`src/rtl/trackball_gen.sv`:
```
// Trackball/spinner emulator: per-axis saturating movement accumulators drained
// one step per prescaler tick, emitted as dir/clock pairs or Gray quadrature.
module trackball_gen #(
    parameter int AXES     = 2,
    parameter int ACC_W    = 12,
    parameter int STEP_DIV = 1,
    parameter int MODE     = 0
) (
    input  logic                 clk_sys,
    input  logic                 reset,
    input  logic [9*AXES-1:0]    delta_i,
    input  logic                 delta_stb,
    input  logic [AXES-1:0]      flip_i,
    input  logic [1:0]           sens_i,
    input  logic                 clr_i,
    output logic [AXES-1:0]      out_a,
    output logic [AXES-1:0]      out_b,
    output logic [AXES-1:0]      moving_o
);

    localparam int CNT_W = (STEP_DIV > 1) ? $clog2(STEP_DIV) : 1;
    localparam logic signed [ACC_W+1:0] L_ONE = (ACC_W+2)'(1);
    localparam logic signed [ACC_W+1:0] L_MAX = (ACC_W+2)'(2**(ACC_W-1) - 1);
    localparam logic signed [ACC_W+1:0] L_MIN = -L_MAX - L_ONE;

    logic [CNT_W-1:0] r_cnt;
    logic             w_tick;

    assign w_tick = (r_cnt == CNT_W'(STEP_DIV - 1));

    always_ff @(posedge clk_sys) begin
        if (reset) begin
            r_cnt <= '0;
        end else if (!clr_i) begin
            r_cnt <= w_tick ? '0 : r_cnt + 1'b1;
        end
    end

    for (genvar a = 0; a < AXES; a++) begin : g_axis
        logic signed [ACC_W-1:0] r_acc;
        logic [1:0]              r_phase;
        logic                    r_out_a;
        logic                    r_out_b;
        logic                    r_moving;
        logic signed [ACC_W:0]   w_ext;
        logic signed [ACC_W:0]   w_scaled;
        logic signed [ACC_W+1:0] w_sum;
        logic signed [ACC_W-1:0] w_acc_next;
        logic                    w_step_en;
        logic                    w_dir;
        logic [1:0]              w_phase_next;

        always_comb begin
            w_ext = (ACC_W+1)'(signed'(delta_i[9*a +: 9]));
            w_ext = w_ext <<< sens_i;
            w_scaled = '0;
            if (delta_stb) begin
                w_scaled = flip_i[a] ? -w_ext : w_ext;
            end

            // Sign bit alone gives direction because a step only happens when acc != 0.
            w_step_en = w_tick && !clr_i && (r_acc != '0);
            w_dir     = ~r_acc[ACC_W-1];

            w_sum = (ACC_W+2)'(r_acc) + (ACC_W+2)'(w_scaled);
            if (w_step_en) begin
                w_sum = w_dir ? (w_sum - L_ONE) : (w_sum + L_ONE);
            end

            if (w_sum > L_MAX) begin
                w_acc_next = {1'b0, {(ACC_W-1){1'b1}}};
            end else if (w_sum < L_MIN) begin
                w_acc_next = {1'b1, {(ACC_W-1){1'b0}}};
            end else begin
                w_acc_next = w_sum[ACC_W-1:0];
            end
            if (clr_i) begin
                w_acc_next = '0;
            end

            w_phase_next = r_phase;
            if (w_step_en) begin
                w_phase_next = w_dir ? (r_phase + 2'd1) : (r_phase - 2'd1);
            end
        end

        always_ff @(posedge clk_sys) begin
            if (reset) begin
                r_acc    <= '0;
                r_phase  <= '0;
                r_out_a  <= 1'b0;
                r_out_b  <= 1'b0;
                r_moving <= 1'b0;
            end else begin
                r_acc    <= w_acc_next;
                r_moving <= (w_acc_next != '0);
                if (w_step_en) begin
                    r_phase <= w_phase_next;
                    if (MODE == 0) begin
                        r_out_a <= w_dir;
                        r_out_b <= ~r_out_b;
                    end else begin
                        r_out_a <= w_phase_next[1];
                        r_out_b <= w_phase_next[1] ^ w_phase_next[0];
                    end
                end
            end
        end

        assign out_a[a]    = r_out_a;
        assign out_b[a]    = r_out_b;
        assign moving_o[a] = r_moving;
    end

endmodule

```
`config.mk`:
```
export PLATFORM = sky130hd
export DESIGN_NAME = trackball_gen
export DESIGN_NICKNAME = d
export VERILOG_FILES = /design/src/rtl/trackball_gen.sv
export SDC_FILE = /design/constraint.sdc
export NUM_CORES = 1
export LEC_CHECK = 0
export ABC_AREA = 1
export BUFFER_PORTS_ARGS = -buffer_cell sky130_fd_sc_hd__buf_2
export CAP_MARGIN = 25
export CELL_PAD_IN_SITES_DETAIL_PLACEMENT = 0
export CELL_PAD_IN_SITES_GLOBAL_PLACEMENT = 2
export CORE_UTILIZATION = 30
export CTS_CLUSTER_SIZE = 14
export DETAILED_ROUTE_END_ITERATION = 8
export PLACE_DENSITY = 0.84
export RECOVER_POWER = 100
export SYNTH_ARGS = -nofsm -noshare
export SYNTH_HDL_FRONTEND = slang
export SYNTH_SLANG_ARGS = --single-unit
```
`constraint.sdc`:
```
create_clock -name clk_sys -period 5.06 [get_ports clk_sys]
set_clock_uncertainty 0.15 [all_clocks]
set_input_delay 0.506 -clock clk_sys [delete_from_list [all_inputs] [get_ports clk_sys]]
set_output_delay 0.506 -clock clk_sys [all_outputs]
set_load 0.05 [all_outputs]
```
==> metrics, run 1 <==
Vias/cell 4.592; Slew @ Worst Pin between 0.9 and 1 ns; sequential element share of the synthesized area 10.66%; critical path arrival just under 5 ns; Reg clk slew, reported paths 0.05 ns; fmax roughly 200 MHz; 1st-pass router iterations 6; area of all placed cells without fillers around 8400 sq um; Yosys reg bits 30; global-route wire length before repair 28.92 mm; share of layout cells above drive strength 1 between 30% and 40%; 1st-iter DRT viols around 230; Crit. End Element flip-flop; vias in the first global route 6374; Synth top cells by count nand2_1 (329), inv_1 (117), nor2_1 (96); Area growth syn-to-layout 50.01%; largest net degree at the start of global routing 26; I/O pin cnt 32; via count around 6800; Crit-path slowest cell ha_4; Post-Route WL 17.82 mm; clk buf depth 2; Avg Cell Area, Syn 5.570 sq um; commonest register cell after synthesis dfxtp_1; Die Width 139.0 microns; starting density of the core 30.93%; top cells by area, synth nand2_1 (22%), ha_1 (12%), dfxtp_1 (11%); Placeable Area ~18000 sq um; placed instance area 7343 sq um; clock buffer count from CTS 5; synth warn 0; final setup fails 0; HPWL Detailed 14.45 mm; Synth Net Count 1093; die height 139.0 microns; CTS Sinks 30; Synth top area share 21.93%; simple-gate share of the synthesized area 44.30%; Final #Nets around 1300; Post-synth EDFFs 0; Congestion Overflow GR 0; routability congestion estimate 0.8496; RSZ-0062 raised after global routing yes; Post-Synthesis Cells between 1000 and 1500; Slew Viols, Final 0; HP Class reg -> reg; initial antenna violation count 0; final worst-path cycle share 97.72%; post-synthesis adder-cell area fraction around 13%; most common cell in the netlist nand2_1; Netlist cell types 44; Data required, critical path between 5 and 6 ns; Compound-Gate Fraction of Synth Area 14.84%; final worst path period need 4.944 ns; wire per inst about 12 microns; CP most frequent cell nand2_1; n_diodes 0; Hold-fix buffers, CTS 0; H-tree Lvls 2; site row count 49; DR DRC count 0; Global Route Usage Sum 17.94%; root buf cell clkbuf_16; number of fill cells in the layout 1942; outcome finished clean; worst skew pair latency between 0.2 and 0.3 ns; crit path launch type input pin; max-cap violations 0; Post-synth ARST share 0%; Die ar. 19320 sq um; input/output buffers 31; cell area after synthesis approximately 5600 sq um; slew margin rel. around two fifths; mux contribution to synthesized area less than 1%; Final ANT Viol Nets 0; Synth Area in XOR/XNOR under 10%; slowest stage delay, CP 0.29 ns; Final Hold Fails 0; largest family of logic cells by synthesized area simple AND/OR/NAND/NOR gates; Worst Path Max Fanout 11; largest area contributor in the netlist nand2_1; CTS tree yes; Worst Path Class, Setup in -> reg
-- flip-flops by register name, indices dropped and copies added (netlist names) --
register	count
g_axis.r_out_b	2
g_axis.r_out_a	2
g_axis.r_moving	2
g_axis.r_acc	24
-- timing repair --
item / 4_1_cts / 5_1_grt
pin swaps: 7 / 63
buffers inserted: 1 / 26
gates resized for setup: 22 / 154
setup endpoints to repair: 3 / 26
cloned: 0 / 5
-- cell families after synthesis --
logic type      count (synthesis)
simple gates                  576
compound gates                150
xor+xnor                       26
flops                          30
mux                             3
buf+inv                       170
fa+ha+maj                      56
-- placed cells by master (no fill, tap or decap), drive strengths merged, types with 6 or more instances in the layout --
cell      n
o21ai    62
o21bai    6
nand2   355
and2      8
or2      12
a21oi    66
xor2     10
xnor2    16
ha       52
nor2    101
clkbuf   14
nand3    59
buf     244
dfxtp    30
inv     138
nor3     21
nand4    16
a31oi     7
-- layer usage --
layer  global-route usage [%]  vias to the layer above  routed length, microns
li1                         -                     3704                       -
met1                    22.53                     3017                    8465
met2                    34.00                       41                    9043
met3                    1.070                        7                     227
met4                    2.632                        0                      88
met5                        0                        -                       0
-- critical path, delay by kind of cell --
kind	cells	cell delay, ns
AO/OA/AOI/OAI	8	0.89
adder cells (fa/ha/maj)	2	0.52
AND/OR/NAND/NOR	23	2.26
buffers and inverters	8	0.76
-- final cells by class --
type                            count  area, sq um  share of cell area, %
Tap cell                          229        286.5                  3.392
Clock buffer                        6        138.9                  1.644
Timing Repair Buffer              252         1857                  21.98
Sequential cell                    30        600.6                  7.109
Clock inverter                      2        60.06                 0.7109
Inverter                          140        533.0                  6.309
Multi-Input combinational cell    815         4972                  58.86
-- final timing paths --
path	from	slack [ns]	cells past startpoint	end
hold / removal	g_axis[1].r_out_b$_SDFFE_PP0P_	0.30	1	g_axis[1].r_out_b$_SDFFE_PP0P_
setup reg to reg	g_axis[1].r_acc[0]$_SDFF_PP0_	1.07	30	g_axis[1].r_moving$_SDFF_PP0_
hold reg to reg	g_axis[1].r_out_b$_SDFFE_PP0P_	0.30	1	g_axis[1].r_out_b$_SDFFE_PP0P_
setup / recovery	sens_i[0]	0.12	41	g_axis[0].r_moving$_SDFF_PP0_
-- through the flow --
step	TNS, ns	util, %	setup slack (ns)	hold WS [ns]	std cells
6_report	0	46.40	0.1156	0.3001	1474
3_3_place_gp	-5.245	40.33	-0.4227	0.2822	1435
2_1_floorplan	0	-	0.02468	0.2734	1011
5_1_grt	-1.601	46.40	-0.3251	0.3347	1474
4_1_cts	0	41.99	0.002055	0.3039	1444
3_5_place_dp	-5.048	40.33	-0.4579	0.2963	1435
Power of run 1 is left out: the tool's default activity adds up to more than one toggle a clock period on the data nets, which glitch-free logic cannot reach.
==> run 2, diff against run 1 <==
--- a/config.mk
+++ b/config.mk
@@ -5,12 +5,10 @@
 export SDC_FILE = /design/constraint.sdc
 export NUM_CORES = 1
 export LEC_CHECK = 0
-export ABC_AREA = 1
 export BUFFER_PORTS_ARGS = -buffer_cell sky130_fd_sc_hd__buf_2
-export CAP_MARGIN = 25
 export CELL_PAD_IN_SITES_DETAIL_PLACEMENT = 0
 export CELL_PAD_IN_SITES_GLOBAL_PLACEMENT = 2
-export CORE_UTILIZATION = 30
+export CORE_UTILIZATION = 34
 export CTS_CLUSTER_SIZE = 14
 export DETAILED_ROUTE_END_ITERATION = 8
 export PLACE_DENSITY = 0.84
==> run 2 against run 1 <==
  * The flow now finishes with violations (negative setup slack)
  * Count of clock-buffer cells in the layout shrank 1
  * Sequential cell count is the same
  * Critical endpoint is now g_axis[0].r_acc[8]$_SDFF_PP0_
  * Register-to-register slack lost 0.45 ns
  * First-iteration DRC count grew 4.9%
  * Largest cell class unchanged
  * Design area shrank 11%
  * Wire length shrank 12%
  * Highest routed layer unchanged
  * Critical path type unchanged
  * Cell count shrank 30%
  * Sequential share of layout area grew 0.84 points
==> metrics, run 2 <==
1st-pass router iterations 4; site row count 43; setup TNS -5.238 ns; wire per inst 15.18 microns; setup ws final -0.2930 ns; global-route wire length before repair between 20 and 30 mm; Static Leak 3.427 nW; Global Route Usage Sum 21.09%; share of layout cells above drive strength 1 41.76%; sequential element share of the synthesized area 12.29%; area of all placed cells without fillers 7559 sq um; crit path launch type input pin; largest area contributor in the netlist ha_1; HP Class reg -> reg; Post-synth EDFFs 0; number of fill cells in the layout ~1300; I/O pin cnt 32; max-cap violations 0; commonest register cell after synthesis dfxtp_1; Worst VDD drop 0.0004914 V; n_diodes 0; vias in the first global route 5509; Slew @ Worst Pin 1.123 ns; reg-to-reg startpoint g_axis[0].r_acc[3]$_SDFF_PP0_; Placeable Area 13930 sq um; Avg Cell Area, Syn between 7 and 8 sq um; Reg clk slew, reported paths 0.06 ns; via count approximately 5500; placed instance area 6514 sq um; Synth top cells by count ha_1 (52), o21ai_0 (52), nor2_1 (49); most common cell after layout, fill and taps aside buf_4; Post-synth ARST share 0%; clock buffer count from CTS 5; cell area after synthesis 4886 sq um; Area growth syn-to-layout 54.70%; multi-input combinational cell area 4807 sq um; slew margin rel. 24.81%; die height 121.9 microns; Crit. End Element flip-flop; final setup fails 24; Worst Path Class, Setup in -> reg; FF+latch area around 600 sq um; worst skew pair latency ~0.27 ns; starting density of the core 35.06%; initial antenna violation count 0; input/output buffers 31; Congestion Overflow GR 0; Netlist cell types 68; final worst path period need ~5.4 ns; CTS tree yes; most frequent cells in the layout buf_4 (179), nor2_1 (43), nand2_1 (43); Final Hold Fails 0; Hold-fix buffers, CTS 0; Final ANT Viol Nets 0; largest net degree at the start of global routing 17; RSZ-0062 raised after global routing yes; outcome finished with violations; Die Width 121.9 microns; pre-CTS setup slack -0.8606 ns; top cells by area, synth ha_1 (13%), dfxtp_1 (12%), mux2i_1 (6.8%); Yosys reg bits 30; critical path arrival 5.38 ns; overall power 0.004988 W; Top reg by flops g_axis.r_acc; final worst-path cycle share 105.8%; synth warn 0; CP startpoint sens_i[1]; CTS Sinks 30; Synth Net Count 723; fmax 186.8 MHz; root buf cell clkbuf_16; Post-Route WL approximately 16 mm; Vias/cell 5.361; H-tree Lvls 2; Worst Path Max Fanout 8; DR DRC count 0; pwr/cell area 659.9 nW/um^2; Synth top area share between 10% and 20%; Final #Nets 931; Slew Viols, Final 0; final hold slack 0.3229 ns; Data required, critical path 5.09 ns; max reg flops 24; routability congestion estimate 0.8608; 1st-iter DRT viols about 240; HPWL Detailed 11.92 mm; clk buf depth 2; violated checks negative setup slack; Die ar. 14850 sq um; HP Start g_axis[0].r_out_a$_SDFFE_PP0P_; Post-Synthesis Cells 641
-- run 2: changes by cell type in the layout (fill, tap and decap cells not counted), sizes merged, moves of 21 or more --
cell   delta
buf      -28
xnor2    +21
nor2     -52
nand2   -311
nand3    -48
inv     -117
mux2i    +30
-- run 2: critical path, cell delays in order --
cell and delay (ns):
clkbuf_4 0.16, buf_12 0.14, or2_4 0.24, ha_4 0.26, nand2_1 0.04, o21ai_0 0.06, and2_1 0.19, ha_1 0.24
a21o_1 0.19, a221o_1 0.39, a2111o_1 0.42, a31oi_2 0.19, xnor2_2 0.18, ha_1 0.30, a21o_1 0.21, a31o_4 0.22
a221o_1 0.30, a31oi_2 0.17, mux2i_2 0.27, xor2_2 0.17, buf_6 0.17, o31ai_4 0.08, o31ai_1 0.29
-- run 2: final timing paths --
check / end / slack, ns / cells after the start
min reg2reg: g_axis[0].r_out_a$_SDFFE_PP0P_ / 0.32 / 2
max: g_axis[0].r_acc[8]$_SDFF_PP0_ / -0.29 / 23
max reg2reg: g_axis[0].r_acc[8]$_SDFF_PP0_ / 0.62 / 16
min: g_axis[0].r_out_a$_SDFFE_PP0P_ / 0.32 / 2
-- run 2: repair_timing --
action / 4_1_cts / 5_1_grt
buffers inserted: 12 / 9
gates cloned: 4 / 0
gates resized for setup: 103 / 55
endpoints found under the setup margin: 26 / 26
pin swaps: 38 / 32
endpoints found under the hold margin: 0 / 0
-- run 2: final cells by class --
class | instances | area share, %
clock buffers | 5 | 1.655
clock inverters | 3 | 0.5297
inverters | 22 | 1.159
multi-input cells | 567 | 63.60
flip-flops and latches | 30 | 7.946
well taps | 180 | 2.980
repair buffers | 223 | 22.13
-- run 2: cell families after synthesis --
kind of cell	Yosys count	share of synthesized area [%]
simple gates	209	22.02
flops	30	12.29
mux	41	8.604
xor+xnor	56	10.04
fa+ha+maj	56	14.96
compound gates	202	27.53
buf+inv	47	4.558
-- run 2: metal layers --
layer / wire length, microns / GRT usage [%]
met3: 336 / 2.341
met5: 0 / 0
met2: 7979 / 39.44
met4: 220 / 4.552
met1: 7101 / 25.53
-- run 2: through the flow --
step	instances	utilization [%]
CTS	1021	51.77
floorplan	641	-
detailed placement	997	46.75
finish	1030	54.24
global route	1030	54.24
global placement	997	46.75
-- run 2: report_power, final --
| group | internal [W] | switching [W] | total [W] |
|---|---|---|---|
| sequential | 0.000312 | 0.0000628 | 0.000374 |
| clock | 0.000230 | 0.000110 | 0.000341 |
| combinational | 0.00214 | 0.00214 | 0.00427 |
| total | 0.00268 | 0.00231 | 0.00499 |
(Power assumes the default switching activity.)
==> run 3, diff against run 2 <==
--- a/config.mk
+++ b/config.mk
@@ -13,6 +13,7 @@
 export DETAILED_ROUTE_END_ITERATION = 8
 export PLACE_DENSITY = 0.84
 export RECOVER_POWER = 100
+export REMOVE_ABC_BUFFERS = 1
 export SYNTH_ARGS = -nofsm -noshare
 export SYNTH_HDL_FRONTEND = slang
 export SYNTH_SLANG_ARGS = --single-unit
==> run 3 against run 2 <==
  * Hold slack got worse by 0.0031 ns
  * Count of clock-buffer cells in the layout unchanged
  * Via count up 1.5%
  * Register-to-register slack about the same
  * Combinational power grew 9.4%
  * The flow still finishes with violations (negative setup slack)
  * Sequential share of layout area is 0.35 points lower
  * Wire length up 2.7%
  * First-iteration DRC count up 25%
  * Cell count did not move
  * Non-clock buffer count fell by 1
  * Sequential cell count did not move
==> metrics, run 3 (synthesis gave the netlist of run 2 again) <==
outcome finished with violations; violated checks negative setup slack; Congestion Overflow GR 0; most frequent cells in the layout buf_4 (173), nor2_1 (42), nand2_1 (40); Hold-fix buffers, CTS 0; Worst VDD drop 0.0004332 V; H-tree Lvls 2; Worst Path Max Fanout 6; HP Class reg -> reg; clk buf depth 2; final setup fails 26; routability congestion estimate 0.8867; area of all placed cells without fillers 7906 sq um; clock buffer count from CTS 5; max reg flops 24; root buf cell clkbuf_16; wire per inst 15.60 microns; Final #Nets around 930; n_diodes 0; 1st-pass router iterations 4; number of fill cells in the layout 1241; max-cap violations 0; initial antenna violation count 0; share of layout cells above drive strength 1 about 46%; CTS Sinks 30; Top reg by flops g_axis.r_acc; Final ANT Viol Nets 0; Slew Viols, Final 0; Die Width 121.9 microns; DR DRC count 0; pwr/cell area 681.8 nW/um^2; Die ar. roughly 15000 sq um; Final Hold Fails 0; Final Util 56.74%; die height 121.9 microns; I/O pin cnt 32; FF+latch area between 600 and 700 sq um; multi-input combinational cell area 5121 sq um; worst skew pair latency 0.28 ns; starting density of the core 35.06%; Placeable Area 13930 sq um; slew margin rel. 31.27%; CTS tree yes; final worst-path cycle share 105.9%; via count 5605; critical path arrival 5.42 ns; placed instance area 6396 sq um; fmax 186.6 MHz; setup ws final -0.2985 ns; 1st-iter DRT viols 295; final worst path period need approximately 5.4 ns; Post-Route WL 16.07 mm; Static Leak ~3.5 nW; site row count 43; Reg clk slew, reported paths 0.06 ns; Global Route Usage Sum approximately a fifth; global-route wire length before repair 25.12 mm; Data required, critical path 5.12 ns; Area growth syn-to-layout 61.82%; Slew @ Worst Pin 1.028 ns; Crit. End Element flip-flop; Worst Path Class, Setup in -> reg; input/output buffers 31; most common cell after layout, fill and taps aside buf_4; crit path launch type input pin; HPWL Detailed around 12 mm; Vias/cell 5.442; largest net degree at the start of global routing 17; vias in the first global route roughly 5500; RSZ-0062 raised after global routing yes
[run 3: cell count changes in the layout (fill, tap and decap cells not counted), sizes merged]
cell    previous run  this run
clkbuf            12        11
inv               21        22
nand3             11        12
clkinv             3         2
[run 3: repair_timing]
action	CTS	global route
gates resized for setup	94	143
setup endpoints to repair	26	26
gates cloned	3	1
buffers inserted	13	15
pin swaps	50	68
[run 3: through the flow]
| step | setup TNS, ns | cells | worst slack (ns) | hold slack [ns] | power (W) |
|---|---|---|---|---|---|
| finish | -5.506 | 1030 | -0.2985 | 0.3198 | 0.005390 |
| global route | -9.704 | 1030 | -0.4635 | 0.3436 | 0.005780 |
| CTS | -4.881 | 1016 | -0.2386 | 0.3226 | 0.004578 |
| detailed placement | -22.30 | 992 | -0.9558 | 0.3132 | 0.003751 |
| global placement | -20.67 | 992 | -0.8620 | 0.3086 | 0.003686 |
| floorplan | -7.604 | 616 | -0.5633 | 0.4251 | 0.002530 |
[run 3: per-layer routing]
layer	track usage, %	wire, microns	vias to the layer above
met3	2.388	387	17
li1	-	-	2799
met2	37.82	8424	82
met4	5.478	197	0
met5	0	0	-
met1	25.21	7057	2707
[run 3: layout make-up]
cell class / instances / share of cell area [%]
inverter: 22 / 1.076
multi-input combinational: 568 / 64.77
clock buffer: 5 / 1.583
sequential: 30 / 7.596
timing repair buffer: 222 / 21.62
tap: 180 / 2.849
clock inverter: 3 / 0.5064
[run 3: power breakdown]
| part | internal, W | switching, W | leakage, nW |
|---|---|---|---|
| clock | 0.000230 | 0.000117 | 0.0836 |
| sequential | 0.000312 | 0.0000655 | 0.248 |
| combinational | 0.00233 | 0.00233 | 3.15 |
[run 3: path summary, 6_finish.rpt]
path / start / end / slack (ns) / cells after the start
hold reg to reg: g_axis[0].r_out_a$_SDFFE_PP0P_ / g_axis[0].r_out_a$_SDFFE_PP0P_ / 0.32 / 2
setup reg to reg: g_axis[0].r_acc[3]$_SDFF_PP0_ / g_axis[0].r_acc[6]$_SDFF_PP0_ / 0.61 / 16
hold / removal: g_axis[0].r_out_a$_SDFFE_PP0P_ / g_axis[0].r_out_a$_SDFFE_PP0P_ / 0.32 / 2
setup / recovery: sens_i[0] / g_axis[1].r_acc[5]$_SDFF_PP0_ / -0.30 / 26
[run 3: critical path, stage by stage]
cell and delay, ns:
buf_12 0.11, buf_12 0.13, buf_12 0.12, mux2i_4 0.18
or2_4 0.25, ha_4 0.16, nor2b_2 0.11, xnor2_1 0.13
and2_4 0.18, ha_4 0.19, nor2b_4 0.12, o31a_1 0.30
o41a_1 0.37, a221o_1 0.33, a21oi_2 0.19, xnor2_2 0.13
ha_4 0.30, buf_6 0.12, o21ai_2 0.06, nand2b_1 0.11
o41ai_4 0.10, and3b_1 0.20, o211ai_1 0.27, o31ai_4 0.15
or3_4 0.49, o21ai_2 0.08
